==> src/rtl/int_ctrl_pkg.sv <==
// -----------------------------------------------------------------------------
// int_ctrl_pkg
//   Shared constants for the interrupt controller: number of interrupt lines,
//   bus register word offsets, FSM state encoding and the fixed-priority
//   selector used to pick the line presented to CP0.
// -----------------------------------------------------------------------------
package int_ctrl_pkg;

   localparam int NUM_IRQ = 6;

   typedef logic [NUM_IRQ-1:0] irq_vec_t;

   // Bus register word offsets
   localparam logic [1:0] OFF_MODE = 2'd0;
   localparam logic [1:0] OFF_MASK = 2'd1;
   localparam logic [1:0] OFF_PEND = 2'd2;
   localparam logic [1:0] OFF_EOI  = 2'd3;   // write: end of interrupt, read: status

   // FSM state encoding (visible to software through the status register)
   localparam logic [1:0] ST_IDLE    = 2'd0;
   localparam logic [1:0] ST_ASSERT  = 2'd1;
   localparam logic [1:0] ST_SERVICE = 2'd2;

   // One-hot of the highest-index set bit; zero when no bit is set.
   function automatic irq_vec_t prio_onehot(input irq_vec_t req);
      irq_vec_t sel;
      logic     found;
      sel   = '0;
      found = 1'b0;
      for (int i = NUM_IRQ - 1; i >= 0; i--) begin
         if (req[i] && !found) begin
            sel[i] = 1'b1;
            found  = 1'b1;
         end
      end
      return sel;
   endfunction

endpackage

==> src/rtl/int_ctrl_irq_sync.sv <==
// -----------------------------------------------------------------------------
// irq_sync
//   Synchronizer chain for one asynchronous interrupt line plus a rising-edge
//   detector on the synchronized level.
//
// Ports
//   clk    in   clock
//   reset  in   asynchronous active-low reset
//   irq    in   raw interrupt line, asynchronous to clk
//   lvl    out  synchronized level (output of the last chain flop)
//   rise   out  high for the one cycle where lvl has just gone 0 -> 1
// -----------------------------------------------------------------------------
module irq_sync #(
   parameter int unsigned STAGES = 2   // legal range 2..3
) (
   input  logic clk,
   input  logic reset,
   input  logic irq,
   output logic lvl,
   output logic rise
);

   logic [STAGES-1:0] sync_q;
   logic              lvl_prev_q;

   always_ff @(posedge clk or negedge reset) begin
      if (!reset) begin
         sync_q     <= '0;
         lvl_prev_q <= 1'b0;
      end else begin
         sync_q     <= {sync_q[STAGES-2:0], irq};
         lvl_prev_q <= sync_q[STAGES-1];
      end
   end

   assign lvl  = sync_q[STAGES-1];
   assign rise = lvl & ~lvl_prev_q;

endmodule

==> src/rtl/int_ctrl.sv <==
// -----------------------------------------------------------------------------
// int_ctrl
//   Six-line interrupt controller in front of CP0. Each raw line is
//   synchronized; lines are either level- or edge-triggered (MODE), gated by
//   MASK and by the in-service register, and the highest-index deliverable
//   line is presented one-hot on hw_int. CP0 accepts with int_take, software
//   finishes with a write to the EOI offset. No nesting: nothing is presented
//   while an interrupt is in service.
//
// Ports
//   clk       in   1   clock, rising edge
//   reset     in   1   asynchronous active-low reset
//   irq_in    in   6   raw device interrupt lines
//   we        in   1   bus write enable
//   addr      in   2   word offset: 0 MODE, 1 MASK, 2 PEND (W1C), 3 EOI/STAT
//   wdata     in   32  bus write data, bits [5:0] used
//   rdata     out  32  combinational read of the register at addr
//   int_take  in   1   one-cycle accept pulse from CP0
//   hw_int    out  6   registered one-hot interrupt vector to CP0
// -----------------------------------------------------------------------------
module int_ctrl
   import int_ctrl_pkg::*;
#(
   parameter int unsigned SYNC_STAGES = 2   // legal range 2..3
) (
   input  logic        clk,
   input  logic        reset,
   input  logic [5:0]  irq_in,
   input  logic        we,
   input  logic [1:0]  addr,
   input  logic [31:0] wdata,
   output logic [31:0] rdata,
   input  logic        int_take,
   output logic [5:0]  hw_int
);

   // ---------------------------------------------------------------------------
   // Synchronizers and edge detectors
   // ---------------------------------------------------------------------------
   irq_vec_t lvl;
   irq_vec_t rise;

   for (genvar i = 0; i < NUM_IRQ; i++) begin : g_sync
      irq_sync #(
         .STAGES (SYNC_STAGES)
      ) u_irq_sync (
         .clk   (clk),
         .reset (reset),
         .irq   (irq_in[i]),
         .lvl   (lvl[i]),
         .rise  (rise[i])
      );
   end

   // ---------------------------------------------------------------------------
   // State
   // ---------------------------------------------------------------------------
   irq_vec_t   mode_q, mode_d;
   irq_vec_t   mask_q, mask_d;
   irq_vec_t   pend_q, pend_d;
   irq_vec_t   isr_q, isr_d;
   irq_vec_t   hw_int_q, hw_int_d;
   logic [1:0] state_q, state_d;

   // Only the low bits of wdata carry register content.
   logic unused_wdata_hi;
   assign unused_wdata_hi = ^wdata[31:NUM_IRQ];

   // ---------------------------------------------------------------------------
   // Bus write decode
   // ---------------------------------------------------------------------------
   logic     wr_mode, wr_mask, wr_pend, wr_eoi;
   irq_vec_t wbits;

   assign wr_mode = we && (addr == OFF_MODE);
   assign wr_mask = we && (addr == OFF_MASK);
   assign wr_pend = we && (addr == OFF_PEND);
   assign wr_eoi  = we && (addr == OFF_EOI);
   assign wbits   = wdata[NUM_IRQ-1:0];

   // ---------------------------------------------------------------------------
   // Deliverable lines and priority select
   // ---------------------------------------------------------------------------
   irq_vec_t deliverable;
   irq_vec_t sel;
   logic     any_deliv;

   // Edge lines are served from PEND, level lines straight from the
   // synchronized input; ISR blocks a line that is already being serviced.
   assign deliverable = mask_q & ~isr_q & ((mode_q & pend_q) | (~mode_q & lvl));
   assign sel         = prio_onehot(deliverable);
   assign any_deliv   = |deliverable;

   // ---------------------------------------------------------------------------
   // Next-state logic
   // ---------------------------------------------------------------------------
   always_comb begin
      mode_d   = mode_q;
      mask_d   = mask_q;
      pend_d   = pend_q;
      isr_d    = isr_q;
      hw_int_d = hw_int_q;
      state_d  = state_q;

      if (wr_mode) begin
         mode_d = wbits;
      end
      if (wr_mask) begin
         mask_d = wbits;
      end
      if (wr_pend) begin
         pend_d = pend_d & ~wbits;
      end

      case (state_q)
         ST_IDLE: begin
            hw_int_d = sel;
            if (any_deliv) begin
               state_d = ST_ASSERT;
            end
         end
         ST_ASSERT: begin
            if (int_take) begin
               // Latch what CP0 actually saw, not a same-cycle priority change.
               isr_d    = hw_int_q;
               pend_d   = pend_d & ~hw_int_q;
               hw_int_d = '0;
               state_d  = ST_SERVICE;
            end else if (any_deliv) begin
               hw_int_d = sel;
            end else begin
               hw_int_d = '0;
               state_d  = ST_IDLE;
            end
         end
         ST_SERVICE: begin
            hw_int_d = '0;
            if (wr_eoi) begin
               isr_d   = '0;
               state_d = ST_IDLE;
            end
         end
         default: begin
            hw_int_d = '0;
            isr_d    = '0;
            state_d  = ST_IDLE;
         end
      endcase

      // Applied last so a new edge survives a same-cycle W1C or take clear.
      pend_d = pend_d | (rise & mode_q);
   end

   always_ff @(posedge clk or negedge reset) begin
      if (!reset) begin
         mode_q   <= '0;
         mask_q   <= '0;
         pend_q   <= '0;
         isr_q    <= '0;
         hw_int_q <= '0;
         state_q  <= ST_IDLE;
      end else begin
         mode_q   <= mode_d;
         mask_q   <= mask_d;
         pend_q   <= pend_d;
         isr_q    <= isr_d;
         hw_int_q <= hw_int_d;
         state_q  <= state_d;
      end
   end

   assign hw_int = hw_int_q;

   // ---------------------------------------------------------------------------
   // Register read
   // ---------------------------------------------------------------------------
   always_comb begin
      rdata = '0;
      case (addr)
         OFF_MODE: rdata[NUM_IRQ-1:0] = mode_q;
         OFF_MASK: rdata[NUM_IRQ-1:0] = mask_q;
         OFF_PEND: rdata[NUM_IRQ-1:0] = pend_q;
         default: begin
            rdata[NUM_IRQ-1:0] = lvl;
            rdata[13:8]        = isr_q;
            rdata[17:16]       = state_q;
         end
      endcase
   end

endmodule

==> config.mk <==
export PLATFORM = sky130hd
export DESIGN_NAME = int_ctrl
export DESIGN_NICKNAME = d
export VERILOG_FILES = /design/src/rtl/int_ctrl_pkg.sv /design/src/rtl/int_ctrl_irq_sync.sv /design/src/rtl/int_ctrl.sv
export SDC_FILE = /design/constraint.sdc
export NUM_CORES = 1
export LEC_CHECK = 0
export CELL_PAD_IN_SITES_DETAIL_PLACEMENT = 1
export CELL_PAD_IN_SITES_GLOBAL_PLACEMENT = 2
export CORE_ASPECT_RATIO = 1.75
export CORE_MARGIN = 2
export CORE_UTILIZATION = 32
export CTS_BUF_LIST = sky130_fd_sc_hd__clkbuf_8
export CTS_CLUSTER_SIZE = 8
export DETAILED_ROUTE_END_ITERATION = 10
export PLACE_DENSITY = 0.89
export SYNTH_ARGS = -nofsm -noshare
export SYNTH_HDL_FRONTEND = slang
export SYNTH_SLANG_ARGS = --single-unit
export TNS_END_PERCENT = 10
==> constraint.sdc <==
create_clock -name clk -period 2.7 [get_ports clk]
set_clock_uncertainty 0.05 [all_clocks]
set_input_delay 0.27 -clock clk [delete_from_list [all_inputs] [get_ports clk]]
set_output_delay 0.27 -clock clk [all_outputs]
set_load 0.1 [all_outputs]
==> results.yml, run 1 <==
placed_design:
  place_ws_ns: 0.544
  io_buffers: 37
  place_hpwl_mm: 3.71
  place_congestion: 0.791
routing:
  drt_iter0_drc: 44
  drtAntennaViolNets: 0
  route.detailed.drc: 0
  drt-total-wl_mm: 4.94
  vias: 1426
  dr.pass1.iters: 4
  wl_per_cell_um: 17.2
  viasPerCell: 4.97
floorplanning:
  die_w_um: 67.0
  core_um2: 6810
  dieArea_um2: 7660
  io_pins: 82
  fp-row-count: 40
  start_util: 0.327
  dieHeight_um: 114
sta:
  max_freq_mhz: 467
  slew-limit-headroom: 0.478
  setup_tns_ns: 0
  finalSetupViolCount: 0
  period_minus_slack_ns: 2.14
  rsz0062_at_grt: "false"
  holdWs_ns: -0.0110
  slew_viol_final: 0
  tightest_slew_ns: 0.783
  fin_ws_ns: 0.559
  hold_viol: 22
  finalCritPeriodShare: 0.793
setup_path:
  reg2reg_from: "state_q[1]"
  cp_slowest_cell: "mux4_2"
  end_kind: "output port"
  crit_start: "addr[1]"
  path_class: "in -> out"
  crit_path_max_incr_delay_ns: 0.58
  start_kind: "input pin"
  crit_end: "rdata[3]"
  arrival_ns: 1.82
  rrSetupSlack_ns: 1.18
  cp.required_ns: 2.38
  worstPathMaxFanout: 17
  r2r-end: "pend_q[3]"
  reg2regPathDepth: 3
  crit_chain: "clkdlybuf4s50_1 -> buf_4 -> mux4_2 -> buf_12"
power:
  clkPwrFrac: 0.231
  power_uw: 2790
  seqPwrFrac: 0.361
  share_comb_of_total_power: 0.408
  power.density_nw_per_um2: 971
  p_leak_uw: 0.00128
  p_int_uw: 1660
  max-vdd-ir-drop_mv: 0.345
  p_sw_uw: 1140
  netSwitchingFraction: 0.407
synthesis:
  synthTopCellsByArea: "dfrtp_1 56%, mux2_2 6.6%, buf_4 6.4%"
  synth_seq_cells: 50
  yosys.area.top_type: "dfrtp_1"
  netlist_instances: 161
  ys.flop_type: "dfrtp_1"
  synth_edf_count: 0
  synth_warnings: 0
  ys_types: 34
  syn_avg_cell_area_um2: 13.8
  netlist_area_um2: 2220
  synth_common_cells: "50 x dfrtp_1, 19 x buf_4, 13 x mux2_2, 8 x and3_1"
  synth_top_area_frac: 0.562
  synth.most_common_cell: "dfrtp_1"
  synthArstFlopShare: 1.00
  ys_seq_area_frac: 0.562
layout:
  layout-drive-gt1-share: 0.300
  nets: 246
  areaGrowthSynthToFinish_pct: 29.4
  fillers: 750
  insertedDiodeCount: 0
  regArea_um2: 1250
  multi_input_area_um2: 851
global_route:
  grt_pass1_vias: 1545
  antenna_found_initial: 0
  grt_use_total: 0.140
  grt_max_degree: 36
  grt_pass1_wl_mm: 7.83
  gr-total-overflow: 0
clocking:
  clock_path_buffers: 2
  cts-htree-levels: 2
  cts_root_buffer: "clkbuf_8"
  ctsResizeCount: 0
  cts_post_setup_buffers_inserted: 0
  hold_buffers: 0
  path_clk_slew_ns: 0.09
  cts_tree: "built"
  cts_made_buffers: 5
  clock_sinks: 50
  clk_latency_ns: 0.30
hold_path:
  hold_path.class: "in -> async"
outcome:
  violations: "hold timing"
  status: "complete, but fails checks"
run:
  maxCapViolCount: 0
==> per-stage QoR <==
stage,instances,hold WS [ns],instance area (um^2),util
3_3_place_gp,279,0.283,2740,0.402
5_1_grt,287,0.0432,2880,0.423
6_report,287,-0.0110,2880,0.423
3_5_place_dp,279,0.286,2740,0.402
2_1_floorplan,178,-0.0756,2290,-
4_1_cts,287,0.0122,2880,0.423
==> flip-flops by register name, indices dropped and copies added (netlist names) <==
| signal | count |
|---|---|
| g_sync.u_irq_sync.lvl_prev_q | 6 |
| g_sync.u_irq_sync.sync_q | 12 |
| hw_int | 6 |
| isr_q | 6 |
| mask_q | 6 |
| mode_q | 6 |
| pend_q | 6 |
| state_q | 2 |
==> routing by layer <==
metal	wire, um	vias up	global-route usage
met4	111	0	0.0626
met1	1850	733	0.153
met3	214	8	0.0236
li1	-	640	-
met5	0	-	0
met2	2760	45	0.256
==> power by group through the flow <==
stage	registers (uW)	clock network, uW	logic, uW
global route	1030	687	1190
detailed placement	1020	0	1150
finish	1010	646	1140
global placement	1010	0	1130
CTS	1010	659	1150
floorplan	1130	0	713
==> worst min path at each step <==
stage	start	end	slack [ns]	depth (start not counted)
2_1_floorplan	reset	g_sync[0].u_irq_sync.lvl_prev_q	-0.08	0
3_3_place_gp	g_sync[2].u_irq_sync.sync_q[0]	g_sync[2].u_irq_sync.sync_q[1]	0.28	0
3_5_place_dp	g_sync[0].u_irq_sync.sync_q[0]	g_sync[0].u_irq_sync.sync_q[1]	0.29	0
4_1_cts	reset	isr_q[5]	0.01	1
5_1_grt	reset	isr_q[5]	0.04	1
6_report	reset	isr_q[5]	-0.01	1
==> worst max-delay path: cells and delay by family <==
kind	cells	cell delay, ns
buffers and inverters	3	0.97
muxes	1	0.58
==> cells by family after synthesis <==
group                  synth area share
flip-flops                        0.562
other                           0.00169
buffers and inverters            0.0838
multiplexers                      0.151
AND/OR/NAND/NOR                   0.102
AO/OA/AOI/OAI                    0.0996
==> cell type report <==
cell class	instances	share of cell area
Clock buffer	6	0.0287
Clock inverter	2	0.0209
Inverter	2	0.00261
Multi-Input combinational cell	102	0.296
Sequential cell	50	0.435
Tap cell	84	0.0365
Timing Repair Buffer	41	0.181
==> placed cells by master, fill, tap and decap left out, types with 2 or more instances in the layout <==
master,count
clkdlybuf4s50_1,16
nand2_1,7
inv_1,2
mux2_2,13
and3_1,8
conb_1,18
nor4_1,4
mux2i_1,5
mux4_2,5
a22o_1,6
buf_4,10
and3b_1,2
or2b_2,3
o2bb2ai_1,7
nor2_1,2
a31o_2,2
buf_12,14
dfrtp_1,50
bufinv_16,2
a22oi_1,6
clkbuf_8,6
No activity file was read; power rests on OpenSTA's default activity.
==> inputs of run 2 (changes only) <==
--- a/config.mk
+++ b/config.mk
@@ -9,11 +9,11 @@
 export CELL_PAD_IN_SITES_GLOBAL_PLACEMENT = 2
 export CORE_ASPECT_RATIO = 1.75
 export CORE_MARGIN = 2
-export CORE_UTILIZATION = 32
+export CORE_UTILIZATION = 29
 export CTS_BUF_LIST = sky130_fd_sc_hd__clkbuf_8
 export CTS_CLUSTER_SIZE = 8
 export DETAILED_ROUTE_END_ITERATION = 10
-export PLACE_DENSITY = 0.89
+export PLACE_DENSITY = 0.82
 export SYNTH_ARGS = -nofsm -noshare
 export SYNTH_HDL_FRONTEND = slang
 export SYNTH_SLANG_ARGS = --single-unit
==> constraint.sdc (replaced) <==
create_clock -name clk -period 2.1 [get_ports clk]
set_clock_uncertainty 0.05 [all_clocks]
set_input_delay 0.21 -clock clk [delete_from_list [all_inputs] [get_ports clk]]
set_output_delay 0.21 -clock clk [all_outputs]
set_load 0.1 [all_outputs]
==> run 2 against run 1 <==
Design area fell by 0.65%. Clock-buffer cell count decreased by 1. The flow now finishes without violations. Setup slack got worse by 0.48 ns. Total power increased by 17%. Non-clock buffer count increased by 2. Largest cell class unchanged. Flip-flop and latch count unchanged. Core utilization is 4.2 points lower. Sequential power grew 28%. Hold slack better by 0.30 ns. Via count down 1.7%. Die area up 9.8%.
==> results.yml, run 2 (synthesis results as in run 1) <==
outcome:
  status: "complete, no violations"
setup_path:
  end_kind: "output port"
  path_class: "in -> out"
  reg2regPathDepth: 3
  cp_slowest_cell: "clkdlybuf4s50_1"
  start_kind: "input pin"
  crit_chain: "clkdlybuf4s50_1 -> buf_4 -> mux4_2 -> buf_12"
  r2r-end: "state_q[0]"
  cp.required_ns: 1.84
  rrSetupSlack_ns: 0.60
  crit_path_max_incr_delay_ns: 0.60
  crit_end: "rdata[2]"
  reg2reg_from: "mode_q[4]"
  worstPathMaxFanout: 4
  arrival_ns: 1.76
  crit_start: "addr[1]"
hold_path:
  hold_path.class: "in -> reg"
  min_from: "irq_in[2]"
clocking:
  cts_post_setup_buffers_inserted: 0
  ctsResizeCount: 0
  cts_root_buffer: "clkbuf_8"
  cts-htree-levels: 2
  clk_latency_ns: 0.30
  clock_path_buffers: 2
  path_clk_slew_ns: 0.08
  cts_tree: "built"
  cts_made_buffers: 5
  clock_sinks: 50
sta:
  slew_viol_final: 0
  tightest_slew_ns: 0.634
  holdWs_ns: 0.284
  setup_tns_ns: 0
  slew-limit-headroom: 0.577
  finalCritPeriodShare: 0.963
  max_freq_mhz: 495
  finalSetupViolCount: 0
  period_minus_slack_ns: 2.02
  rsz0062_at_grt: "false"
  hold_viol: 0
floorplanning:
  core_um2: 7510
  io_pins: 82
  fp-row-count: 42
  dieArea_um2: 8420
  dieHeight_um: 120
  start_util: 0.296
  die_w_um: 70.2
layout:
  mostFrequentLayoutCell: "dfrtp_1"
  fin_cells: 292
  areaGrowthSynthToFinish_pct: 28.5
  layout-drive-gt1-share: 0.289
  nets: 248
  largest_reg_flops: 12
  insertedDiodeCount: 0
  mostFrequentLayoutCells: "50 x dfrtp_1, 18 x conb_1, 16 x clkdlybuf4s50_1, 16 x buf_12, 13 x mux2_2"
  regMostFlops: "g_sync.u_irq_sync.sync_q"
power:
  p_sw_uw: 1420
  p_int_uw: 1860
  max-vdd-ir-drop_mv: 0.344
  clkPwrFrac: 0.158
  p_leak_uw: 0.00127
  share_comb_of_total_power: 0.450
  power.density_nw_per_um2: 1150
  seqPwrFrac: 0.393
  netSwitchingFraction: 0.434
global_route:
  gr-total-overflow: 0
  use_met2: 0.226
  grt_max_degree: 51
  antenna_found_initial: 0
  grt_pass1_wl_mm: 7.80
  use_met1: 0.133
  grt_use_met3: 0.0361
  grt_pass1_vias: 1497
  grt_use_total: 0.127
  busiest_layer: "met2"
routing:
  vias: 1402
  drt-total-wl_mm: 4.94
  wl_per_cell_um: 16.9
  viasPerCell: 4.80
  dr.pass1.iters: 4
  drtAntennaViolNets: 0
  drt_iter0_drc: 55
  route.detailed.drc: 0
placed_design:
  place_congestion: 0.699
  io_buffers: 37
  place_hpwl_mm: 3.62
  dp.cells: 284
run:
  maxCapViolCount: 0
==> run 2: cell types whose count changed in the layout (fill, tap and decap cells not counted) <==
cell	previous run	this run
buf_4	10	9
inv_1	2	4
bufinv_16	2	0
buf_12	14	16
dlygate4sd3_1	0	1
clkbuf_8	6	5
==> run 2: power groups by stage <==
stage	Combinational, uW	Sequential, uW	Clock [uW]
floorplan	916	1450	0
global placement	1470	1300	0
CTS	1490	1290	540
finish	1470	1290	517
global route	1540	1310	577
detailed placement	1490	1310	0
==> run 2: worst max-delay path, delay by kind of cell <==
| kind | cells | cell delay, ns |
|---|---|---|
| muxes | 1 | 0.55 |
| buffers and inverters | 3 | 0.99 |
==> run 2: timing repair <==
item / in CTS / in global routing
setup endpoints to repair: 0 / 0
endpoints found under the hold margin: 50 / 0
hold buffers: 1 / 0
==> run 2: final cells by class <==
class | instances | area (um^2)
clock buffer | 5 | 68.8
clock inverter | 2 | 7.51
fill | 817 | 4660
inverter | 2 | 7.51
multi-input combinational | 102 | 851
sequential | 50 | 1250
tap | 88 | 110
timing repair buffer | 43 | 563
==> run 2: metrics by stage <==
| stage | utilization | cell area [um^2] | total power [uW] | worst slack, ns |
|---|---|---|---|---|
| 5_1_grt | 0.380 | 2860 | 3430 | 0.0560 |
| 4_1_cts | 0.380 | 2860 | 3320 | 0.0683 |
| 3_5_place_dp | 0.369 | 2770 | 2800 | 0.0689 |
| 2_1_floorplan | - | 2290 | 2370 | 0.434 |
| 3_3_place_gp | 0.369 | 2770 | 2770 | 0.0907 |
| 6_report | 0.380 | 2860 | 3280 | 0.0787 |
==> run 2: worst min path at each step <==
stage,slack [ns],depth (start not counted),to
floorplan,-0.14,0,g_sync[0].u_irq_sync.lvl_prev_q
global placement,0.28,0,g_sync[2].u_irq_sync.sync_q[1]
detailed placement,0.29,0,g_sync[4].u_irq_sync.sync_q[1]
CTS,0.27,1,g_sync[2].u_irq_sync.sync_q[0]
global route,0.27,1,g_sync[2].u_irq_sync.sync_q[0]
finish,0.28,1,g_sync[2].u_irq_sync.sync_q[0]
==> run 2: metal layers <==
metal,share of wire,up-vias
li1,-,640
met1,0.38,705
met2,0.54,52
met3,0.059,5
met4,0.021,0
met5,0,-
==> inputs of run 3 (changes only) <==
--- a/config.mk
+++ b/config.mk
@@ -9,11 +9,11 @@
 export CELL_PAD_IN_SITES_GLOBAL_PLACEMENT = 2
 export CORE_ASPECT_RATIO = 1.75
 export CORE_MARGIN = 2
-export CORE_UTILIZATION = 29
-export CTS_BUF_LIST = sky130_fd_sc_hd__clkbuf_8
+export CORE_UTILIZATION = 28
+export CTS_BUF_LIST = sky130_fd_sc_hd__clkbuf_16
 export CTS_CLUSTER_SIZE = 8
 export DETAILED_ROUTE_END_ITERATION = 10
-export PLACE_DENSITY = 0.82
+export PLACE_DENSITY = 0.79
 export SYNTH_ARGS = -nofsm -noshare
 export SYNTH_HDL_FRONTEND = slang
 export SYNTH_SLANG_ARGS = --single-unit
==> run 3 against run 2 <==
The flow now finishes with violations (hold timing). Critical path depth unchanged. Clock power increased by 49%. Via count increased by 1.3%. Design area increased by 2.2%. Register-to-register slack improved by 0.03 ns. Sequential power about the same. Hold slack got worse by 0.33 ns. Combinational power about the same. Fmax increased by 12%. Global-route usage about the same. Wire length increased by 2.1%. Largest power group unchanged.
==> results.yml, run 3 (synthesis results as in run 1) <==
layout:
  regMostFlops: "g_sync.u_irq_sync.sync_q"
  layout-drive-gt1-share: 0.304
  regArea_um2: 1250
  fillers: 812
  insertedDiodeCount: 0
  largest_reg_flops: 12
  multi_input_area_um2: 851
  areaGrowthSynthToFinish_pct: 31.3
  mostFrequentLayoutCells: "50 x dfrtp_1, 18 x conb_1, 15 x clkdlybuf4s50_1, 15 x buf_12"
  nets: 250
  mostFrequentLayoutCell: "dfrtp_1"
clocking:
  clock_path_buffers: 2
  clk_latency_ns: 0.29
  cts_post_setup_buffers_inserted: 0
  cts-htree-levels: 2
  cts_made_buffers: 5
  path_clk_slew_ns: 0.06
  cts_root_buffer: "clkbuf_16"
  cts_tree: "built"
  clock_sinks: 50
floorplanning:
  dieHeight_um: 122
  die_w_um: 71.4
  fp-row-count: 43
  start_util: 0.285
  dieArea_um2: 8700
  io_pins: 82
  core_um2: 7800
setup_path:
  rrSetupSlack_ns: 0.63
  start_kind: "input pin"
  cp.required_ns: 1.84
  r2r-end: "hw_int[0]"
  crit_start: "addr[1]"
  path_class: "in -> out"
  reg2regPathDepth: 3
  reg2reg_from: "mode_q[4]"
  worstPathMaxFanout: 10
  arrival_ns: 1.54
  end_kind: "output port"
routing:
  dr.pass1.iters: 5
  viasPerCell: 4.78
  route.detailed.drc: 0
  drt_iter0_drc: 40
  drtAntennaViolNets: 0
  drt-total-wl_mm: 5.04
  wl_per_cell_um: 17.0
  vias: 1420
power:
  power.density_nw_per_um2: 1210
  max-vdd-ir-drop_mv: 0.466
  p_leak_uw: 0.00131
  power_uw: 3530
global_route:
  grt_pass1_vias: 1553
  antenna_found_initial: 0
  gr-total-overflow: 0
  grt_max_degree: 51
  grt_pass1_wl_mm: 8.17
  grt_use_total: 0.127
sta:
  finalCritPeriodShare: 0.857
  setup_tns_ns: 0
  slew_viol_final: 0
  holdWs_ns: -0.0426
  finalSetupViolCount: 0
  rsz0062_at_grt: "false"
  tightest_slew_ns: 0.644
  hold_viol: 29
  slew-limit-headroom: 0.570
  max_freq_mhz: 556
  period_minus_slack_ns: 1.80
hold_path:
  hold_path.class: "in -> async"
outcome:
  status: "complete, but fails checks"
  violations: "hold timing"
placed_design:
  io_buffers: 37
  place_hpwl_mm: 3.72
  place_congestion: 0.704
run:
  maxCapViolCount: 0
==> run 3: changes by cell type in the layout (fill, tap and decap cells not counted), sizes merged <==
cell	previous run	this run
clkdlybuf4s50	16	15
inv	4	3
dlygate4sd2	0	1
buf	26	29
clkinv	0	2
dlygate4sd3	1	0
==> run 3: layer usage <==
layer  up-vias  share of wire  track usage
li1        645              -            -
met1       727           0.37        0.132
met2        40           0.56        0.230
met3         8          0.052       0.0314
met4         0          0.023       0.0637
met5         -              0            0
==> run 3: per-stage QoR <==
step                std cells  utilization  cell area [um^2]  hold WS, ns  worst slack, ns
global route              297        0.374              2920       0.0320            0.251
detailed placement        289        0.357              2790        0.286           0.0142
global placement          289        0.357              2790        0.284           0.0338
floorplan                 178            -              2290       -0.136            0.434
CTS                       297        0.374              2920      0.00184            0.270
finish                    297        0.374              2920      -0.0426            0.301
==> run 3: layout make-up <==
class	count	area share
clock buffer	5	0.0428
clock inverter	3	0.00428
inverter	2	0.00257
multi-input combinational	102	0.291
sequential	50	0.428
tap	90	0.0385
timing repair buffer	45	0.192
==> run 3: critical path, cell delays in order <==
cell and delay [ns]:
dlygate4sd2_1 0.37, buf_4 0.23, mux4_2 0.54, buf_12 0.19
==> run 3: power breakdown <==
part / leakage (uW) / internal, uW / switching (uW)
sequential: 0.000607 / 1140 / 152
combinational: 0.000629 / 496 / 972
clock: 0.0000724 / 431 / 337
==> run 3: worst max-delay path by stage <==
stage | to | slack [ns] | depth (start not counted)
3_5_place_dp | rdata[0] | 0.01 | 4
5_1_grt | rdata[3] | 0.25 | 4
6_report | rdata[0] | 0.30 | 4
2_1_floorplan | rdata[10] | 0.43 | 3
3_3_place_gp | rdata[3] | 0.03 | 4
4_1_cts | rdata[0] | 0.27 | 4
==> run 3: repair_timing <==
item,in CTS,in global routing
hold buffers,0,0
setup endpoints to repair,1,0
resized for setup,1,0
